**src/rtl/data_connection_block.sv**
```systemverilog
// data_connection_block: unidirectional connection block on a vertical W-track
// routing channel. Each logic-block input bit taps one north- or south-bound
// track, and each outgoing track either passes the opposite track through or
// carries a logic-block output bit. A configuration word latched into cfg
// decides all routing; the routing itself is combinational.
// Optional build macro: DCB_OUT_REG_EN registers north_out, south_out and
// data_input (one extra cycle of latency, async-cleared to 0).
module data_connection_block #(
  parameter int W       = 16,
  parameter int WW      = 4,
  parameter int DATAIN  = 4,
  parameter int DATAOUT = 3,
  localparam int NGRP        = 2 * W / WW,
  localparam int SEL_PER_IN  = $clog2(NGRP),
  localparam int SEL_PER_OUT = $clog2(DATAOUT + 1),
  localparam int OB          = SEL_PER_IN * DATAIN * WW,
  localparam int CW          = OB + SEL_PER_OUT * 2 * W
) (
  input  logic                  clk,
  input  logic                  rst,
  input  logic                  cset,
  input  logic [CW-1:0]         c,
  input  logic [W-1:0]          north_in,
  input  logic [W-1:0]          south_in,
  output logic [W-1:0]          north_out,
  output logic [W-1:0]          south_out,
  input  logic [WW*DATAOUT-1:0] data_output,
  output logic [WW*DATAIN-1:0]  data_input
);

  // Index widths for the variable bit selects into tracks and output words.
  localparam int TW = $clog2(W);
  localparam int DW = $clog2(WW * DATAOUT);

  logic [CW-1:0]        cfg;
  logic [W-1:0]         nout_c;
  logic [W-1:0]         sout_c;
  logic [WW*DATAIN-1:0] din_c;

  // Configuration register: loads c on cset, otherwise holds.
  // NOTE: sequential state uses non-blocking assignments so every register
  // samples the pre-edge values, independent of process ordering.
  always_ff @(posedge clk or negedge rst) begin
    if (!rst)      cfg <= '0;
    else if (cset) cfg <= c;
  end

  // Input pins: even selector picks a north track group, odd picks south;
  // bit j of the word always comes from bit j of the chosen group.
  for (genvar n = 0; n < DATAIN * WW; n++) begin : g_in
    logic [SEL_PER_IN-1:0] sel;
    logic [TW-1:0]         idx;
    assign sel = cfg[n*SEL_PER_IN +: SEL_PER_IN];
    assign idx = TW'((int'(sel) >> 1) * WW + n % WW);
    assign din_c[n] = (int'(sel) >= NGRP) ? 1'b0 :
                      sel[0]              ? south_in[idx] : north_in[idx];
  end

  // Outgoing tracks: selector 0 (or out of range) passes the opposite track
  // through; 1..DATAOUT picks that output word, bit t%WW.
  for (genvar t = 0; t < W; t++) begin : g_out
    logic [SEL_PER_OUT-1:0] kn, ks;
    logic [DW-1:0]          idx_n, idx_s;
    assign kn    = cfg[OB + (2*t)*SEL_PER_OUT   +: SEL_PER_OUT];
    assign ks    = cfg[OB + (2*t+1)*SEL_PER_OUT +: SEL_PER_OUT];
    assign idx_n = DW'((int'(kn) - 1) * WW + t % WW);
    assign idx_s = DW'((int'(ks) - 1) * WW + t % WW);
    assign nout_c[t] = (kn != '0 && int'(kn) <= DATAOUT) ? data_output[idx_n] : south_in[t];
    assign sout_c[t] = (ks != '0 && int'(ks) <= DATAOUT) ? data_output[idx_s] : north_in[t];
  end

`ifdef DCB_OUT_REG_EN
  // Registered outputs: one cycle behind the combinational routing.
  always_ff @(posedge clk or negedge rst) begin
    if (!rst) begin
      north_out  <= '0;
      south_out  <= '0;
      data_input <= '0;
    end else begin
      north_out  <= nout_c;
      south_out  <= sout_c;
      data_input <= din_c;
    end
  end
`else
  assign north_out  = nout_c;
  assign south_out  = sout_c;
  assign data_input = din_c;
`endif

endmodule

```
**config.mk**
```make
export PLATFORM = sky130hd
export DESIGN_NAME = data_connection_block
export DESIGN_NICKNAME = d
export VERILOG_FILES = /design/src/rtl/data_connection_block.sv
export SDC_FILE = /design/constraint.sdc
export NUM_CORES = 1
export LEC_CHECK = 0
export BUFFER_PORTS_ARGS = -buffer_cell sky130_fd_sc_hd__buf_2
export CAP_MARGIN = 10
export CORE_MARGIN = 3
export CORE_UTILIZATION = 47
export DETAILED_ROUTE_END_ITERATION = 10
export PLACE_DENSITY_LB_ADDON = 0.1
export REMOVE_ABC_BUFFERS = 1
export SYNTH_ARGS = -nofsm -noshare
export SYNTH_HDL_FRONTEND = slang
export SYNTH_SLANG_ARGS = --single-unit
export TNS_END_PERCENT = 50
```
**constraint.sdc**
```tcl
create_clock -name clk -period 1.06 [get_ports clk]
set_input_delay 0 -clock clk [delete_from_list [all_inputs] [get_ports clk]]
set_output_delay 0 -clock clk [all_outputs]
set_load 0.01 [all_outputs]
```
======== Yosys cells after proc, flatten, opt, wreduce, memory -nomap -nowiden ========
Cells that the tools add are included.
storage, ports and cells
  register bits ........................... 112
  input port bits ......................... 159
  logic and storage cells ................. 325
operators by class
  add/sub/neg operators ................... 68
  $lt $le $gt $ge ......................... 48
  mux-type cells .......................... 176
  reductions and logical operators ........ 32
operators with widths
  operator             count
  $lt 4x5->1 const B   48
  $bmux 1 s4           48
  $mux 1               112
  $add 4x2->4 const B  16
  $add 4x3->4 const B  16
  $reduce_bool 2->1    32
  $sub 2x1->2 const B  32
  $bmux 1 s2           16
  $add 4x1->4 const B  4

======== Longest topological paths before layout ========
  word-level depth ........................ 5
  depth in mapped cells ................... 6
  depth with buffers taken out ............ 5

======== Least setup slack after synthesis ========
No wires, ideal clock.
  kind .................................... register -> output
  start ................................... register cfg[34]
  end ..................................... output data_input[11]
  arrival ................................. 1.184 ns
  required time ........................... 1.060 ns
  setup slack ............................. -0.124 ns
  stages on the path, launching flop included .. 3
  path through ............................ dfrtp_1 > mux4_1 > mux2_2
between the ends
  cells in the longest elaborated chain, start to end .. 4
  elaborated cells on any way between the ends .. 6
  those cells by class .................... 1 x add/sub; 5 x mux
RTL lines
  item                          line  source
  start: declaration            35    logic [CW-1:0] cfg;
  start signal: assignment      44    if (!rst) cfg <= '0;
  start signal: assignment      45    else if (cset) cfg <= c;
  $add 4x2->4 *                 54    assign idx = TW'((int'(sel) >> 1) * WW + n % WW);
  $bmux 1 s4                    56    sel[0] ? south_in[idx] : north_in[idx];
  $mux 1 (not written as such)  56
  $mux 1 *                      56
  end: declaration              28    output logic [WW*DATAIN-1:0] data_input
Every way passes the cells marked *; elsewhere a longest branch is shown, timed or not. The select of a mux whose other input is x is not followed.

======== Final worst setup path ========
  start ................................... register cfg[10]
  end ..................................... output data_input[3]
Same word-level chain as after synthesis.

==> impl_metrics.tcl <==
set metrics [dict create \
    routedWlPerCell_um 17.3 \
    viasPerCell 5.30 \
    antenna_cells 0 \
    die_w_um 126 \
    largestRegisters "cfg: 112 flops" \
    fin_crit_ns 1.70 \
    initial_core_util_pct 48.3 \
    cp_slowest_stage_delay_ns 0.52 \
    criticalPathCategory "reg2out" \
    synth_cell_type_count 14 \
    row_count 43 \
    die-area_um2 15800 \
    slowest_stage "mux4_2" \
    synth_top_area_share_pct 41.7 \
    ioPinCount 207 \
    yosysWarnings 0 \
    wl_met2_um 10900 \
    drc_errors 0 \
    areaGrowthSynthToFinish_pct 61.8 \
    synth_compound_area_share_pct 9.95 \
    clk_path_buf_depth 2 \
    largest_register "cfg" \
    grt_setup_unrepaired "yes" \
    first_global_vias 6860 \
    synth_top_family_by_area "multiplexers" \
    ys_seq_area_share_pct 41.7 \
    grt_pass1_wl_um 33800 \
    outcome "finished with violations" \
    synthAdderAreaFrac_pct 5.95 \
    synth-xor-area-share_pct 0 \
    grt_use_total_pct 26.4 \
    final_antenna_net_count 0 \
    worstPathArrival_ns 1.70 \
    pwr_density_cell_nw_per_um2 1280 \
    worst_slew_pin_slew_ns 0.310 \
    worstSkewPairLatency_ns 0.35 \
    max-vdd-ir-drop_mv 1.01 \
    yosys_register_bits 112 \
    drv_cap 0 \
    worst_slack_ns -0.639 \
    worst-path-buf-inv 1 \
    synthMuxAreaShare_pct 28.9 \
    crit_family "multiplexers" \
    largest_reg_flops 112 \
    coreArea_um2 13900 \
    cp_max_fo 3 \
    relSlewSlack_pct 79.2 \
    cts_tree "built" \
    netlist_area_um2 6730 \
    synthSimpleGateAreaFrac_pct 8.24 \
    holdWs_ns 0.0617 \
    yosysTopAreaCell "dfrtp_1" \
    path_cells "mux4_2, mux2_4, buf_6" \
    drt-pass1-iter-count 5 \
    hpwl_um 13400 \
    routed_wl_um 21000 \
    nets 1221 \
    wl_met1_um 8450 \
    leakagePower_nw 5.10 \
    startpoint_type "flop" \
    hold_viol_final 0 \
    fmax_mhz 588 \
    final_cell_mix "buf_2, dlygate4sd3_1, dfrtp_1" \
    worst_clock_skew_ns 0 \
    cts_num_sinks 112 \
    grt_antenna_before_repair 0 \
    setup-violations-final 48 \
    synthTopCellsByArea "dfrtp_1, mux2_2, mux4_1, ha_1, nand2_1" \
    violations "negative setup slack" \
    final_common_cell "buf_2" \
    cts_root_buffer "clkbuf_16" \
    gp_congestion 0.846 \
    layout-drive-gt1-share_pct 55.9 \
    grt_max_degree 67 \
    avgSynthCellArea_um2 10.9 \
    highest_layer "met4" \
    h-tree-depth 3 \
    wl_met3_um 1080 \
    hp-class "in2async" \
    fin_crit_sh_pct 160 \
    maxSlewViolCount 0 \
    drt_iter0_drc 353 \
    finalPower_mw 14.0 \
    dr_total_vias 6442 \
    overflow 0 \
    crit_required_ns 1.06 \
    clkTransAtPathRegs_ns 0.08 \
    cts_buffers 9 \
    place.port_buffers 206 \
    worst_setup_path_end_kind "output pin" \
    postSynthCellCount 615 \
    die_y_um 126 \
]
## path summary, 6_finish.rpt
kind / startpoint / endpoint / slack, ns / cells after the start
setup / recovery: cfg[10]$_DFFE_PN0P_ / data_input[3] / -0.64 / 3
hold / removal: rst / cfg[9]$_DFFE_PN0P_ / 0.06 / 2
setup reg to reg: cfg[48]$_DFFE_PN0P_ / cfg[48]$_DFFE_PN0P_ / 0.08 / 5
hold reg to reg: cfg[41]$_DFFE_PN0P_ / cfg[41]$_DFFE_PN0P_ / 0.55 / 1
max in group asynchronous: rst / cfg[43]$_DFFE_PN0P_ / 0.47 / 3
min in group clk: cset / cfg[77]$_DFFE_PN0P_ / 0.17 / 4
## area by class of cell
cell class,instances,area [um2]
Multi-Input combinational cell,415,4120
Timing Repair Buffer,428,3160
Fill cell,858,3050
Sequential cell,112,2800
Inverter,64,240
Clock buffer,9,225
Tap cell,180,225
Clock inverter,7,118
## worst reg2reg max path, cell delays in order, from the launching register on
cell,delay [ns]
dfrtp_1,0.37
inv_2,0.06
buf_4,0.13
buf_4,0.12
buf_4,0.12
o21ai_1,0.12
## per-stage QoR
| stage | TNS [ns] | util, % | setup slack, ns | cell area (um2) | cells |
|---|---|---|---|---|---|
| after global placement | -9.67 | 61.3 | -0.258 | 8550 | 1059 |
| after floorplan | -4.42 | - | -0.124 | 6610 | 591 |
| after global routing | -29.81 | 78.1 | -0.712 | 10900 | 1215 |
| final | -26.71 | 78.1 | -0.639 | 10900 | 1215 |
| after detailed placement | -11.17 | 61.3 | -0.298 | 8550 | 1059 |
| after CTS | -27.30 | 77.1 | -0.660 | 10700 | 1206 |
## per-layer routing
layer  up-vias  global-route usage (%)
li1       3004                       -
met1      3173                    31.8
met2       221                    46.8
met3        44                    5.09
met4         0                    10.0
met5         -                       0
## power breakdown
group	total [mW]	internal [mW]	switching (mW)
sequential	4.96	4.67	0.282
clock	3.97	2.32	1.64
combinational	5.05	2.99	2.06
total	14.0	9.99	3.99
## synthesized netlist by cell type (all sizes together)
cell type / instances
mux4: 32
o21ai: 64
nand2: 96
buf: 12
mux2: 96
inv: 64
a21oi: 31
ha: 32
dfrtp: 112
mux2i: 2
nor2b: 31
clkbuf: 12
a31oi: 31
## kinds of logic (layout without fill, tap and decap cells)
logic type / after synthesis / in the layout
AO/OA/AOI/OAI: 126 / 126
adder cells (fa/ha/maj): 32 / 32
buffers and inverters: 88 / 508
flip-flops: 112 / 112
multiplexers: 130 / 130
AND/OR/NAND/NOR: 127 / 127
## repair_timing
item | 4_1_cts | 5_1_grt
gates cloned | 0 | 0
gates resized for setup | 191 | 28
setup endpoints to repair | 48 | 48
endpoints found under the hold margin | 224 | 0
hold buffers | 113 | 0
pin swaps | 57 | 19
setup buffers | 21 | 9
No activity file was read; power rests on OpenSTA's default activity.
